==> config.mk <==
export PLATFORM = sky130hd
export DESIGN_NAME = digit_scan_ctrl
export DESIGN_NICKNAME = d
export VERILOG_FILES = /design/src/rtl/digit_scan_ctrl_pkg.sv /design/src/rtl/seg7_hex_decode.sv /design/src/rtl/digit_scan_ctrl.sv
export SDC_FILE = /design/constraint.sdc
export NUM_CORES = 1
export LEC_CHECK = 0
export CORE_MARGIN = 10
export CORE_UTILIZATION = 50
export CTS_CLUSTER_DIAMETER = 30
export CTS_CLUSTER_SIZE = 28
export DETAILED_ROUTE_END_ITERATION = 8
export DONT_BUFFER_PORTS = 1
export GPL_TIMING_DRIVEN = 0
export PLACE_DENSITY = 0.68
export SLEW_MARGIN = 5
export SYNTH_ARGS = -nofsm -noshare
export SYNTH_HDL_FRONTEND = slang
export SYNTH_SLANG_ARGS = --single-unit
export TNS_END_PERCENT = 30
==> constraint.sdc <==
create_clock -name clk -period 3.06 [get_ports clk]
set_input_delay 0.459 -clock clk [delete_from_list [all_inputs] [get_ports clk]]
set_output_delay 0.459 -clock clk [all_outputs]
set_load 0.02 [all_outputs]
==> src/rtl/digit_scan_ctrl_pkg.sv <==
// Shared definitions for the miniRV 7-segment display peripheral:
// register offsets and the active-low hex glyph table.
package digit_scan_ctrl_pkg;

    localparam int REG_DATA  = 'h000;
    localparam int REG_EN    = 'h004;
    localparam int REG_DP    = 'h008;
    localparam int REG_BLINK = 'h00C;

    // Bits 6..0 map to segments a..g, 0 = lit.
    localparam logic [6:0] HEX_GLYPH [16] = '{
        7'h01, 7'h4F, 7'h12, 7'h06,
        7'h4C, 7'h24, 7'h20, 7'h0F,
        7'h00, 7'h0C, 7'h08, 7'h60,
        7'h72, 7'h42, 7'h30, 7'h38
    };

endpackage

==> src/rtl/seg7_hex_decode.sv <==
// Nibble to active-low 7-segment glyph {a,b,c,d,e,f,g}.
// Purely combinational; shared by display drivers.
module seg7_hex_decode
    import digit_scan_ctrl_pkg::*;
(
    input  logic [3:0] nibble,
    output logic [6:0] glyph
);

    assign glyph = HEX_GLYPH[nibble];

endmodule

==> src/rtl/digit_scan_ctrl.sv <==
// Memory-mapped multiplexed 7-segment driver with per-digit enable,
// decimal point and blink, scanning one digit per SCAN_CYCLES slot.
module digit_scan_ctrl
    import digit_scan_ctrl_pkg::*;
#(
    parameter int NUM_DIGITS   = 8,
    parameter int SCAN_CYCLES  = 30000,
    parameter int BLINK_FRAMES = 64,
    parameter int ADDR_W       = 12
) (
    input  logic              clk,
    input  logic              rst,
    input  logic [ADDR_W-1:0] addr,
    input  logic              wen,
    input  logic [31:0]       wdata,
    output logic [31:0]       rdata,
    output logic [7:0]        dig_en,
    output logic [7:0]        seg
);

    localparam int DW = 4 * NUM_DIGITS;
    localparam int IW = (NUM_DIGITS > 1) ? $clog2(NUM_DIGITS) : 1;
    localparam int CW = $clog2(SCAN_CYCLES);
    localparam int FW = (BLINK_FRAMES > 1) ? $clog2(BLINK_FRAMES) : 1;

    logic [DW-1:0]         data_r;
    logic [NUM_DIGITS-1:0] en_r;
    logic [NUM_DIGITS-1:0] dp_r;
    logic [NUM_DIGITS-1:0] blink_r;

    logic [CW-1:0] scan_cnt;
    logic [IW-1:0] idx;
    logic [FW-1:0] frame_cnt;
    logic          blink_phase;
    logic          tick;
    logic          frame_end;

    logic          sel_data;
    logic          sel_en;
    logic          sel_dp;
    logic          sel_blink;

    logic [3:0]    nib;
    logic [6:0]    glyph;
    logic          visible;
    logic [7:0]    dig_nx;
    logic [7:0]    seg_nx;

    assign sel_data  = (addr == ADDR_W'(REG_DATA));
    assign sel_en    = (addr == ADDR_W'(REG_EN));
    assign sel_dp    = (addr == ADDR_W'(REG_DP));
    assign sel_blink = (addr == ADDR_W'(REG_BLINK));

    assign tick      = (scan_cnt == CW'(SCAN_CYCLES - 1));
    assign frame_end = tick && (idx == IW'(NUM_DIGITS - 1));

    always_ff @(posedge clk or posedge rst) begin
        if (rst) begin
            data_r  <= '0;
            en_r    <= '1;
            dp_r    <= '0;
            blink_r <= '0;
        end else if (wen) begin
            unique case (1'b1)
                sel_data:  data_r  <= wdata[DW-1:0];
                sel_en:    en_r    <= wdata[NUM_DIGITS-1:0];
                sel_dp:    dp_r    <= wdata[NUM_DIGITS-1:0];
                sel_blink: blink_r <= wdata[NUM_DIGITS-1:0];
                default: ;
            endcase
        end
    end

    always_ff @(posedge clk or posedge rst) begin
        if (rst) begin
            scan_cnt    <= '0;
            idx         <= '0;
            frame_cnt   <= '0;
            blink_phase <= 1'b1;
        end else begin
            scan_cnt <= tick ? '0 : scan_cnt + 1'b1;
            if (tick) begin
                idx <= frame_end ? '0 : idx + 1'b1;
            end
            if (frame_end) begin
                if (frame_cnt == FW'(BLINK_FRAMES - 1)) begin
                    frame_cnt   <= '0;
                    blink_phase <= ~blink_phase;
                end else begin
                    frame_cnt <= frame_cnt + 1'b1;
                end
            end
        end
    end

    seg7_hex_decode u_dec (
        .nibble (nib),
        .glyph  (glyph)
    );

    // Blanked digits keep their slot; only the drive is suppressed.
    always_comb begin
        nib     = data_r[4*int'(idx) +: 4];
        visible = en_r[idx] & (~blink_r[idx] | blink_phase);
        dig_nx  = 8'hFF;
        seg_nx  = 8'hFF;
        if (visible) begin
            dig_nx = ~(8'd1 << idx);
            seg_nx = {glyph, ~dp_r[idx]};
        end
    end

    always_ff @(posedge clk or posedge rst) begin
        if (rst) begin
            dig_en <= 8'hFF;
            seg    <= 8'hFF;
        end else begin
            dig_en <= dig_nx;
            seg    <= seg_nx;
        end
    end

    always_comb begin
        rdata = '0;
        unique case (1'b1)
            sel_data:  rdata = 32'(data_r);
            sel_en:    rdata = 32'(en_r);
            sel_dp:    rdata = 32'(dp_r);
            sel_blink: rdata = 32'(blink_r);
            default:   rdata = '0;
        endcase
    end

endmodule

==> reports/qor.txt, run 1 <==
Final Cycle Share -> 0.889
Post-CTS Hold Buffers -> 0
Grt total ovfl -> 0
First-pass GRT wire length -> 18100 um
Clk Latency, worst-skew pair -> 370 ps
YS warnings -> 0
Routed via count -> 3131
Status -> finished clean
Fin cells -> 541
Syn Nets -> 453
DRT Pass-1 Iters -> 4
Commonest non-fill, non-tap cell in the layout -> dfrtp_1
Most frequent cells in the layout -> 72 x dfrtp_1, 58 x mux2_2, 34 x nand2_1
CTS Buf Count -> 9
PostCTS Resize Cnt -> 0
Initial Util -> 0.511
Share of layout cells above drive strength 1 -> 0.333
Net count, final -> 465
Worst setup SP type -> input pin
Measured slew at the worst slew-check pin -> 767 ps
Core area -> 9730 um2
Total wire length -> 11100 um
Peak VDD IR -> 0.226 mV
Worst-path cell chain -> nor4_1, nand3_2, nor3_2, clkbuf_1, and2_1
Ports -> 95
Slowest CP cell -> nor4_1
Synthesized area -> 4980 um2
Die Ht -> 120 um
Max-slew headroom -> 0.487
Initial antenna violation count -> 0
Setup CP Type -> in2out
DRC violations left -> 0
Area Growth Syn to Fin -> 8.10%
Max Transition Viols Final -> 0
Yosys cell types -> 45
Setup Buffers After CTS -> 0
CP Capture Type -> primary output
Detailed placer's ending HPWL -> 8340 um
Post-DRT Antenna Nets -> 0
Clock Tree Buf Depth -> 2
Int Pwr -> 1.70 mW
Combinational power share -> 0.024
Largest net degree at the start of global routing -> 53
Diode count -> 0
R2R Setup Slk -> 340 ps
Worst-path fanout max -> 10
NetSw -> 478 uW
Reg power frac -> 0.592
Sw Ratio -> 0.219
CTS tree -> done
Worst Skew -> 10.1 ps
Leak -> 2.38 nW
Synth area leader -> dfrtp_1
Area contributors post-synth -> dfrtp_1 36%, dfstp_2 13%, mux2_2 13%, mux4_2 6.8%, ha_1 3.8%
Synth Register Bits -> 97
Buf+Inv Stages, Crit Path -> 1
Max incr delay on CP -> 410 ps
Seq/Total Area, Yosys -> 0.494
FFs w/ async S/R, synth -> 1.00
DR WL/cell -> 20.6 um
Reg2reg start -> idx[0]$_DFFE_PP0N_
Drt initial violations -> 216
Reg2Reg Depth -> 7
Worst Path Arrival -> 2260 ps
Port bufs -> 0
Top cell family by delay on the critical path -> simple AND/OR/NAND/NOR gates
Most used flip-flop cell after synthesis -> dfrtp_1
Vias per cell -> 5.79
Row count -> 36
Fin crit period -> 2720 ps
RSZ-0062 raised after global routing -> false
Fmax -> 368 MHz
Number of global-route vias before repair -> 3225
Max_cap viols -> 0
Final core occ -> 0.553
Die area -> 14300 um2
Worst-path clk slew -> 80 ps
# H-tree levels -> 3
Crit Reg-Reg Endpoint -> seg[5]$_DFF_PP1_
RePlAce Congestion -> 0.822
Post-synth EDFFs -> 0
Worst Path Required -> 2600 ps
Global Route Usage Sum -> 0.159
HP Class -> in2async
Chip Width -> 120 um
Final hold vios -> 0
Syn Inst Count -> 391
Power density over cell area -> 405 nW/um2
Root Buffer -> clkbuf_8
# clock sinks -> 97
Cells after DPL -> 525
Top cell type's share of synthesized area -> 0.362
Clock power share -> 0.384
Setup violations, final -> 0
Avg Inst Size Synth -> 12.7 um2
-- worst max-delay path by stage --
stage                                   endpoint  depth (start not counted)      from  slack [ps]
after floorplan           blink_r[0]$_DFFE_PP0P_                          1       rst         110
after CTS                               rdata[8]                          5   addr[7]           2
final                                  rdata[22]                          5   addr[7]         340
after global placement    data_r[27]$_DFFE_PP0P_                          1       rst        -900
after global routing                   rdata[22]                          5  addr[11]          60
after detailed placement               rdata[23]                          5   addr[7]          -7
-- worst register-to-register path: cells and delay by family, from the launching register on --
kind / cells / cell delay (ps)
AO/OA/AOI/OAI: 1 / 390
adder cells (fa/ha/maj): 1 / 290
buffers and inverters: 3 / 580
flip-flops: 1 / 410
multiplexers: 2 / 940
-- cell families (layout without fill, tap and decap cells) --
group	count (synthesis)	count (layout)	share of synthesized area
AND/OR/NAND/NOR	125	125	0.136
adder cells (fa/ha/maj)	15	15	0.0377
AO/OA/AOI/OAI	22	22	0.0294
multiplexers	87	87	0.248
buffers and inverters	30	47	0.0287
flip-flops	97	97	0.494
XOR/XNOR	15	15	0.0264
-- flip-flops by register name (all words and copies together), names as in the netlist --
register     cells
scan_cnt        15
blink_phase      1
dig_en           8
idx              3
data_r          32
dp_r             8
blink_r          8
frame_cnt        6
en_r             8
seg              8
-- power by group through the flow --
stage	clock network, mW	registers, mW	logic (mW)
5_1_grt	0.909	1.29	0.0596
6_report	0.837	1.29	0.0516
2_1_floorplan	0	1.31	0.0379
3_5_place_dp	0	1.31	0.0535
4_1_cts	0.857	1.29	0.0537
3_3_place_gp	0	1.31	0.0477
-- synthesized netlist by cell type, drive strengths merged, types with 5 or more instances --
cell type	n
nand2	34
nor2	14
nand4	5
dfrtp	72
ha	15
and2	26
nor2b	13
mux4	20
mux2i	8
o21ai	6
clkbuf	5
dfstp	25
buf	11
nand3	11
a21oi	5
mux2	59
xnor2	11
inv	14
-- metrics by stage --
step           hold WS, ps  setup WS [ps]  cell area [um2]  power (mW)  setup TNS, ps
6_report              22.2            340             5380        2.18              0
2_1_floorplan          446            109             4980        1.35              0
3_3_place_gp           464           -895             5140        1.36         -64100
4_1_cts               40.8           2.22             5370        2.20              0
3_5_place_dp           438          -7.09             5170        1.37          -7.09
5_1_grt               60.1           58.9             5380        2.26              0
-- layout make-up --
type | count | area, um2
tap | 133 | 166
inverter | 14 | 55.1
clock inverter | 5 | 55.1
timing repair buffer | 1 | 27.5
multi-input combinational | 264 | 2380
sequential | 97 | 2460
clock buffer | 11 | 141
fill | 824 | 4350
buffer | 16 | 90.1
-- per-layer routing --
layer  vias up  GRT usage  routed length, um
li1       1418          -                  -
met3         9     0.0539                821
met1      1612      0.201               4650
met5         -          0                  0
met4         0     0.0437                105
met2        92      0.255               5550
Note: power is estimated with default switching activity, not from simulation.
==> run 2, diff against run 1 <==
--- a/config.mk
+++ b/config.mk
@@ -13,7 +13,7 @@
 export DONT_BUFFER_PORTS = 1
 export GPL_TIMING_DRIVEN = 0
 export PLACE_DENSITY = 0.68
-export SLEW_MARGIN = 5
+export SLEW_MARGIN = 10
 export SYNTH_ARGS = -nofsm -noshare
 export SYNTH_HDL_FRONTEND = slang
 export SYNTH_SLANG_ARGS = --single-unit
==> results of run 2 <==
Final layout, timing and power as in run 1 (identical DEF).
==> run 3, diff against run 2 <==
--- a/config.mk
+++ b/config.mk
@@ -13,6 +13,7 @@
 export DONT_BUFFER_PORTS = 1
 export GPL_TIMING_DRIVEN = 0
 export PLACE_DENSITY = 0.68
+export RECOVER_POWER = 25
 export SLEW_MARGIN = 10
 export SYNTH_ARGS = -nofsm -noshare
 export SYNTH_HDL_FRONTEND = slang
==> reports/qor.txt, run 3 (synthesis gave the netlist of run 1 again) <==
Status -> finished, violations left (was finished clean)
Failing checks -> max-capacitance violations, max-slew violations
Max_cap viols -> 1 (was 0)
Detailed placer's ending HPWL -> 8340 um (unchanged)
Power density over cell area -> 406 nW/um2 (was 405 nW/um2)
Hold slack -> 231 ps (was 22.2 ps)
Final worst setup slack -> 341 ps (was 340 ps)
Worst-path fanout max -> 10 (unchanged)
Post-DRT Antenna Nets -> 0 (unchanged)
Sw Ratio -> 0.219 (about the same)
HP Class -> in2reg (was in2async)
Worst Skew -> 10.1 ps (about the same)
Core area -> 9730 um2 (unchanged)
Top reg by flops -> data_r (unchanged)
Clk Latency, worst-skew pair -> 370 ps (about the same)
Drt initial violations -> 216 (unchanged)
CP Capture Type -> primary output (unchanged)
Slowest CP cell -> nor4_1 (unchanged)
Fin cells -> 541 (unchanged)
Final Cycle Share -> 0.889 (about the same)
Net count, final -> 465 (unchanged)
Max incr delay on CP -> 410 ps (about the same)
Worst-path cell chain -> nor4_1, nand3_2, nor3_2, clkbuf_1, and2_1 (unchanged)
Global Route Usage Sum -> 0.159 (unchanged)
Commonest non-fill, non-tap cell in the layout -> dfrtp_1 (unchanged)
Setup Buffers After CTS -> 0 (unchanged)
DRC violations left -> 0 (unchanged)
Vias per cell -> 5.77 (was 5.79)
CTS Buf Count -> 9 (unchanged)
Cells after DPL -> 525 (unchanged)
WP depth -> 5 (unchanged)
Area Growth Syn to Fin -> 7.62% (was 8.10%)
Setup CP Type -> in2out (unchanged)
Int Pwr -> 1.70 mW (about the same)
Total wire length -> 11100 um (about the same)
Max Transition Viols Final -> 47 (was 0)
CTS tree -> done (unchanged)
Reg power frac -> 0.593 (was 0.592)
Post-CTS Hold Buffers -> 0 (unchanged)
# clock sinks -> 97 (unchanged)
Top cell family by delay on the critical path -> simple AND/OR/NAND/NOR gates (unchanged)
Worst Path Required -> 2600 ps (about the same)
Grt total ovfl -> 0 (unchanged)
Clock power share -> 0.385 (was 0.384)
Number of global-route vias before repair -> 3225 (unchanged)
Diode count -> 0 (unchanged)
Hold Crit Depth -> 1
Chip Width -> 120 um (unchanged)
Clock Tree Buf Depth -> 2 (unchanged)
NetSw -> 477 uW (was 478 uW)
Die Ht -> 120 um (unchanged)
Worst-path clk slew -> 90 ps (was 80 ps)
DR WL/cell -> 20.6 um (about the same)
Measured slew at the worst slew-check pin -> 1920 ps (was 767 ps)
Final hold vios -> 0 (unchanged)
Routed via count -> 3120 (was 3131)
Regs by FF count -> data_r: 32 flops, scan_cnt: 15 flops (unchanged)
Leak -> 2.37 nW (was 2.38 nW)
Ports -> 95 (unchanged)
Max-slew headroom -> -0.289 (was 0.487)
Initial Util -> 0.511 (unchanged)
DRT Pass-1 Iters -> 4 (unchanged)
Dpl ws -> -7.09 ps (unchanged)
Die area -> 14300 um2 (unchanged)
Worst setup SP type -> input pin (unchanged)
RePlAce Congestion -> 0.822 (unchanged)
Most frequent cells in the layout -> 72 x dfrtp_1, 58 x mux2_2, 34 x nand2_1 (unchanged)
Initial antenna violation count -> 0 (unchanged)
Reg2Reg Depth -> 7 (unchanged)
Fin crit period -> 2720 ps (about the same)
Largest net degree at the start of global routing -> 53 (unchanged)
Root Buffer -> clkbuf_8 (unchanged)
Combinational power share -> 0.022 (was 0.024)
First-pass GRT wire length -> 18100 um (unchanged)
Worst Path Arrival -> 2260 ps (about the same)
Row count -> 36 (unchanged)
Fmax -> 368 MHz (about the same)
Peak VDD IR -> 0.226 mV (about the same)
Port bufs -> 0 (unchanged)
# H-tree levels -> 3 (unchanged)
Share of layout cells above drive strength 1 -> 0.333 (unchanged)
Setup violations, final -> 0 (unchanged)
Buf+Inv Stages, Crit Path -> 1 (unchanged)
RSZ-0062 raised after global routing -> false (unchanged)
Largest register FFs -> 32 (unchanged)
## run 3: timing repair
action                     CTS  global route
setup endpoints to repair    0            20
resized for setup            0             2
hold endpoints to repair     0             0
## run 3: cell type report
class                           count  area (um2)
Clock inverter                      5        55.1
Tap cell                          133         166
Fill cell                         828        4370
Multi-Input combinational cell    264        2380
Inverter                           14        53.8
Sequential cell                    97        2460
Buffer                             16        90.1
Clock buffer                       11         141
Timing Repair Buffer                1        5.00
## run 3: worst reg2reg max path, cell delays in order, from the launching register on
cell	delay, ps
dfrtp_1	410
buf_6	180
buf_4	230
mux4_2	540
mux2i_2	400
inv_1	170
ha_1	290
o311ai_0	390
## run 3: worst paths after layout
path | startpoint | to | slack, ps
setup / recovery | addr[7] | rdata[22] | 340
hold / removal | wdata[14] | data_r[14]$_DFFE_PP0P_ | 230
setup reg to reg | idx[0]$_DFFE_PP0N_ | seg[5]$_DFF_PP1_ | 350
hold reg to reg | frame_cnt[4]$_DFFE_PP0P_ | frame_cnt[4]$_DFFE_PP0P_ | 500
max in group asynchronous | rst | data_r[5]$_DFFE_PP0P_ | 640
min in group asynchronous | rst | blink_r[4]$_DFFE_PP0P_ | 460
## run 3: stage by stage
stage	power [mW]	util	setup TNS, ps	cell area (um2)
6_report	2.17	0.550	0	5360
5_1_grt	2.26	0.550	0	5360
4_1_cts	2.20	0.552	0	5370
3_5_place_dp	1.37	0.532	-7.09	5170
3_3_place_gp	1.36	0.529	-64100	5140
2_1_floorplan	1.35	-	0	4980
## run 3: layer usage
| layer | global-route usage | part of all wire | vias up |
|---|---|---|---|
| met5 | 0 | 0 | - |
| met4 | 0.0437 | 0.0094 | 0 |
| met3 | 0.0539 | 0.076 | 9 |
| met2 | 0.255 | 0.50 | 91 |
| met1 | 0.201 | 0.42 | 1601 |
| li1 | - | - | 1419 |
## run 3: power by group through the flow
stage	Clock (mW)	Sequential (mW)	Combinational, mW
after floorplan	0	1.31	0.0379
after global placement	0	1.31	0.0477
after detailed placement	0	1.31	0.0535
after CTS	0.857	1.29	0.0537
after global routing	0.909	1.29	0.0555
final	0.837	1.29	0.0476
